`config.mk`:
```
export PLATFORM = sky130hd
export DESIGN_NAME = sync_fifo_ft
export DESIGN_NICKNAME = d
export VERILOG_FILES = /design/src/rtl/sync_fifo_ft.sv
export SDC_FILE = /design/constraint.sdc
export NUM_CORES = 1
export LEC_CHECK = 0
export ABC_AREA = 1
export CAP_MARGIN = 20
export CORE_UTILIZATION = 40
export CTS_BUF_LIST = sky130_fd_sc_hd__clkbuf_8 sky130_fd_sc_hd__clkbuf_16
export CTS_CLUSTER_SIZE = 16
export DETAILED_ROUTE_END_ITERATION = 8
export GPL_TIMING_DRIVEN = 0
export HOLD_SLACK_MARGIN = 0.08
export SYNTH_ARGS = -nofsm -noshare
export SYNTH_HDL_FRONTEND = slang
export SYNTH_SLANG_ARGS = --single-unit
```
`constraint.sdc`:
```
create_clock -name i_clk -period 7.51 [get_ports i_clk]
set_clock_uncertainty 0.05 [all_clocks]
set_input_delay 0.751 -clock i_clk [delete_from_list [all_inputs] [get_ports i_clk]]
set_output_delay 0.751 -clock i_clk [all_outputs]
set_load 0.01 [all_outputs]
```
`src/rtl/sync_fifo_ft.sv`:
```
// sync_fifo_ft: single-clock FIFO.
// - Read mode is selectable: standard (registered read data) or
//   first-word-fall-through.
// - Almost-full and almost-empty thresholds are set by parameters.
// - Overflow and underflow are sticky error flags.
// - A synchronous flush clears the contents and the flags.
// - A high-water-mark counter records the peak fill level.
//
// Ports:
//   i_clk, i_rst          clock; synchronous active-high reset
//   i_flush               synchronous clear of pointers, count and flags
//   i_wr_en, i_wr_data    write request and data
//   o_full, o_almost_full, o_overflow       write-side status
//   i_rd_en               read request (pop of the head word in FWFT mode)
//   o_rd_data, o_rd_valid read data and its valid indication
//   o_empty, o_almost_empty, o_underflow    read-side status
//   o_data_count          words stored, 0..DEPTH
//   o_max_count           highest o_data_count since reset or flush
module sync_fifo_ft #(
    parameter int DATA_WIDTH = 64,
    parameter int DEPTH      = 16,
    parameter int FWFT       = 0,
    parameter int AF_LEVEL   = DEPTH - 1,
    parameter int AE_LEVEL   = 1
) (
    input  logic                         i_clk,
    input  logic                         i_rst,
    input  logic                         i_flush,
    input  logic                         i_wr_en,
    input  logic [DATA_WIDTH-1:0]        i_wr_data,
    output logic                         o_full,
    output logic                         o_almost_full,
    output logic                         o_overflow,
    input  logic                         i_rd_en,
    output logic [DATA_WIDTH-1:0]        o_rd_data,
    output logic                         o_rd_valid,
    output logic                         o_empty,
    output logic                         o_almost_empty,
    output logic                         o_underflow,
    output logic [$clog2(DEPTH):0]       o_data_count,
    output logic [$clog2(DEPTH):0]       o_max_count
);

    localparam int AW = $clog2(DEPTH);
    localparam int CW = AW + 1;

    logic [DATA_WIDTH-1:0] mem [DEPTH];
    logic [AW-1:0]         wr_ptr;
    logic [AW-1:0]         rd_ptr;
    logic [CW-1:0]         count;
    logic [CW-1:0]         count_nxt;
    logic [CW-1:0]         max_count;
    logic                  full;
    logic                  almost_full;
    logic                  empty;
    logic                  almost_empty;
    logic                  overflow;
    logic                  underflow;
    logic                  rd_ok;
    logic                  wr_ok;

    function automatic logic af_of(input logic [CW-1:0] cnt);
        return cnt >= CW'(AF_LEVEL);
    endfunction

    function automatic logic ae_of(input logic [CW-1:0] cnt);
        return cnt <= CW'(AE_LEVEL);
    endfunction

    // A full FIFO still accepts a write when a read frees a slot in the same cycle.
    always_comb begin
        rd_ok     = i_rd_en & ~empty;
        wr_ok     = i_wr_en & (~full | rd_ok);
        count_nxt = count;
        if (wr_ok && !rd_ok) begin
            count_nxt = count + CW'(1);
        end else if (rd_ok && !wr_ok) begin
            count_nxt = count - CW'(1);
        end
    end

    // The status flags are registered from count_nxt.
    // They therefore line up with o_data_count in the same cycle.
    always_ff @(posedge i_clk) begin
        if (i_rst || i_flush) begin
            wr_ptr       <= '0;
            rd_ptr       <= '0;
            count        <= '0;
            max_count    <= '0;
            full         <= 1'b0;
            almost_full  <= af_of('0);
            empty        <= 1'b1;
            almost_empty <= 1'b1;
            overflow     <= 1'b0;
            underflow    <= 1'b0;
        end else begin
            if (wr_ok) begin
                wr_ptr <= wr_ptr + AW'(1);
            end
            if (rd_ok) begin
                rd_ptr <= rd_ptr + AW'(1);
            end
            count        <= count_nxt;
            full         <= (count_nxt == CW'(DEPTH));
            almost_full  <= af_of(count_nxt);
            empty        <= (count_nxt == '0);
            almost_empty <= ae_of(count_nxt);
            if (i_wr_en && !wr_ok) begin
                overflow <= 1'b1;
            end
            if (i_rd_en && empty) begin
                underflow <= 1'b1;
            end
            if (count_nxt > max_count) begin
                max_count <= count_nxt;
            end
        end
    end

    // Storage is never cleared; only the pointers define what is valid.
    always_ff @(posedge i_clk) begin
        if (!i_rst && !i_flush && wr_ok) begin
            mem[wr_ptr] <= i_wr_data;
        end
    end

    generate
        if (FWFT != 0) begin : g_fwft
            // The head word is presented combinationally whenever the FIFO is non-empty.
            assign o_rd_data  = mem[rd_ptr];
            assign o_rd_valid = ~empty;
        end else begin : g_std
            logic [DATA_WIDTH-1:0] rd_data_p1;
            logic                  vld_p1;

            // Read stage: the data and the valid pulse appear one edge after rd_ok.
            always_ff @(posedge i_clk) begin
                if (i_rst) begin
                    rd_data_p1 <= '0;
                    vld_p1     <= 1'b0;
                end else if (i_flush) begin
                    vld_p1 <= 1'b0;
                end else begin
                    vld_p1 <= rd_ok;
                    if (rd_ok) begin
                        rd_data_p1 <= mem[rd_ptr];
                    end
                end
            end

            assign o_rd_data  = rd_data_p1;
            assign o_rd_valid = vld_p1;
        end
    endgenerate

    assign o_full         = full;
    assign o_almost_full  = almost_full;
    assign o_overflow     = overflow;
    assign o_empty        = empty;
    assign o_almost_empty = almost_empty;
    assign o_underflow    = underflow;
    assign o_data_count   = count;
    assign o_max_count    = max_count;

endmodule

```
==> metrics <==
crit path capture type=register; RSZ-0062 raised after global routing=false; hold_buf cts=0; mux cell area share after synthesis=0%; CTS HTree Levels=3; Crit Path Category=in2reg; initial antenna violation count=5; clock latency on the worst-skew pair=0.70 ns; Max Cap Viol=0; post-layout min period=3.65 ns; min-delay src=o_underflow; FMAX=0.274 GHz; Pre-Repair DR Iteration Count=5; clock root buffer=clkbuf_16; vias in the first global route=29,500; IO Port Bufs=149; # Post-CTS Setup Buffers=0; simple logic cell fraction of the synthesized area=13.6%; type of origin of the critical path=input pin; Boundary Pins=150; Final Hold Vio Count=0; worst min path class=reg2reg; Arrival @ worst endpoint=3.98 ns; Ys Warns=0; Max clock buf depth=3; crit path from=i_flush; status=finished, final reports clean; number of synthesized flops with an enable pin=1,024; vias per cell=5.41; Max-slew headroom=20.8%; Post-CTS Resized=0; DRT Wirelength=143,000 um; setup violators final=0; die height=338 um; Nets=4,230; HPWL after DPL=95,200 um; adder-cell area share of the yosys netlist=0.332%; final hold slack=0.432 ns; register bit total from synthesis=1,113; Synth Area in Compound Gates=8.05%; clock transition at the registers of the reported paths=0.06 ns; Max VDD drop=0.189 mV; register area share after synthesis=72.0%; worst slack at placement=3.24 ns; Worst R2R Start=rd_ptr[2]; # rows=122; cell depth of the worst min-delay path=2; P&R area growth vs syn=18.6%; top_reg_cell synth=edfxtp_1; final RePlAce weighted congestion=0.816; via count=31,000; Final Cycle Share=48.6%; Syn Area/Cell=11.9 sq um; cells after synthesis=3,782; largest net degree at the start of global routing=23; Residual DRC=0; Worst EP required=7.84 ns; Syn Nets=3,863; DR WL/cell=24.9 um; CTS Sinks=1,113; DRT antenna net count=0; CTS tree=built; Mapped Area=45,200 sq um; Die ar.=114,000 sq um; fillers=9,824; total grt overflow=0; share of layout cells above drive strength 1=10.7%; xor-xnor portion of the synthesized cell area=0.0194%; Initial Util=40.6%; PnR worst setup slack=3.86 ns; main combinational cell family by area after synthesis=simple AND/OR/NAND/NOR gates; clock buffer count from CTS=115; total track usage=24.8%; Final Max Tran Viols=0; total power density per cell area=239 nW/um^2; R2R cell count=4; synth unique cells=31; Slew @ Worst Pin=1.19 ns; first-pass GRT wire length=203,000 um; leakage=18.7 nW; core area=111,000 sq um; largest fanout on the critical path=10; Die X=338 um; FFs w/ async S/R, synth=0%; Initial DRC Count=3,961
## where the power goes
group	internal (mW)	total, mW	leakage, nW	switching, mW
Clock	3.03	5.41	1.84	2.38
Sequential	6.80	6.82	9.93	0.0201
Combinational	0.185	0.553	6.93	0.368
Total	10.0	12.8	18.7	2.76
## cells in the final DEF (no fill, tap or decap), types with 21 or more instances in the layout
master / instances
o21ai_0: 230
nand3_1: 461
buf_6: 90
a21oi_1: 73
o211ai_1: 144
o211ai_2: 36
nand2_1: 289
clkdlybuf4s50_1: 149
clkbuf_1: 67
clkinv_1: 32
edfxtp_1: 1024
clkinv_2: 21
buf_2: 67
inv_1: 367
dfxtp_1: 89
buf_1: 30
clkbuf_16: 118
nor2_1: 695
buf_4: 39
buf_12: 23
o21ai_1: 115
## worst max-delay path, cell delays in order
cell and delay (ns):
clkdlybuf4s50_1 0.48, nor2_1 0.44, inv_1 0.22, clkbuf_1 0.37, nor3_2 0.88, buf_8 0.24
buf_6 0.19, buf_6 0.16, buf_4 0.21
## worst paths after layout
path,endpoint,slack (ns)
setup / recovery,mem[7][37],3.86
hold / removal,o_underflow,0.43
setup reg to reg,rd_ptr[3],4.22
hold reg to reg,o_underflow,0.43
## per-stage QoR
step / power [mW] / setup TNS, ns / instances / util [%] / area, sq um
floorplan: 7.21 / 0 / 3782 / - / 45200
global placement: 7.48 / -3808.94 / 5419 / 43.6 / 48500
detailed placement: 7.50 / 0 / 5520 / 45.0 / 50000
CTS: 12.8 / 0 / 5730 / 48.1 / 53600
global route: 13.1 / 0 / 5731 / 48.1 / 53600
finish: 12.8 / 0 / 5734 / 48.2 / 53600
## per-layer routing
layer  share of wire (%)  GRT usage [%]  wire [um]  vias to the layer above
li1                    -              -          -                    14000
met3                 8.9           4.03      12700                      274
met2                  47           39.9      66400                     1544
met5               0.024              0         34                        -
met4                 3.4           9.14       4870                        4
met1                  41           33.9      58500                    15200
## cells by family after synthesis
| kind of cell | Yosys count |
|---|---|
| flip-flops | 1113 |
| XOR/XNOR | 1 |
| AND/OR/NAND/NOR | 1475 |
| AO/OA/AOI/OAI | 600 |
| adder cells (fa/ha/maj) | 12 |
| buffers and inverters | 581 |
## Yosys cell counts (all sizes together), types with 6 or more instances
cell | count | area (sq um)
dfxtp | 89 | 1780
edfxtp | 1024 | 30700
nor3 | 10 | 50.1
nand3 | 462 | 2320
o211ai | 180 | 1530
nand2 | 290 | 1090
buf | 166 | 1130
inv | 347 | 1300
nor2 | 705 | 2660
o21ai | 345 | 1730
nand4 | 6 | 37.5
a21oi | 73 | 365
clkbuf | 68 | 255
ha | 12 | 150
## cell type report
type,instances,area [sq um],area share [%]
diodes,4,10.0,0.0187
plain buffers,234,1380,2.58
clock buffers,126,3060,5.72
clock inverters,84,470,0.878
inverters,347,1300,2.43
multi-input cells,2088,10100,18.8
flip-flops and latches,1113,32500,60.7
well taps,1488,1860,3.47
repair buffers,250,2900,5.41
## flip-flops by register name, summed over array words and instances, names as in the netlist
register / flops
mem: 1024
o_underflow: 1
o_rd_valid: 1
o_almost_empty: 1
wr_ptr: 4
o_full: 1
o_overflow: 1
o_almost_full: 1
rd_ptr: 4
o_rd_data: 64
o_max_count: 5
o_data_count: 5
o_empty: 1
No activity file was read; power rests on OpenSTA's default activity.
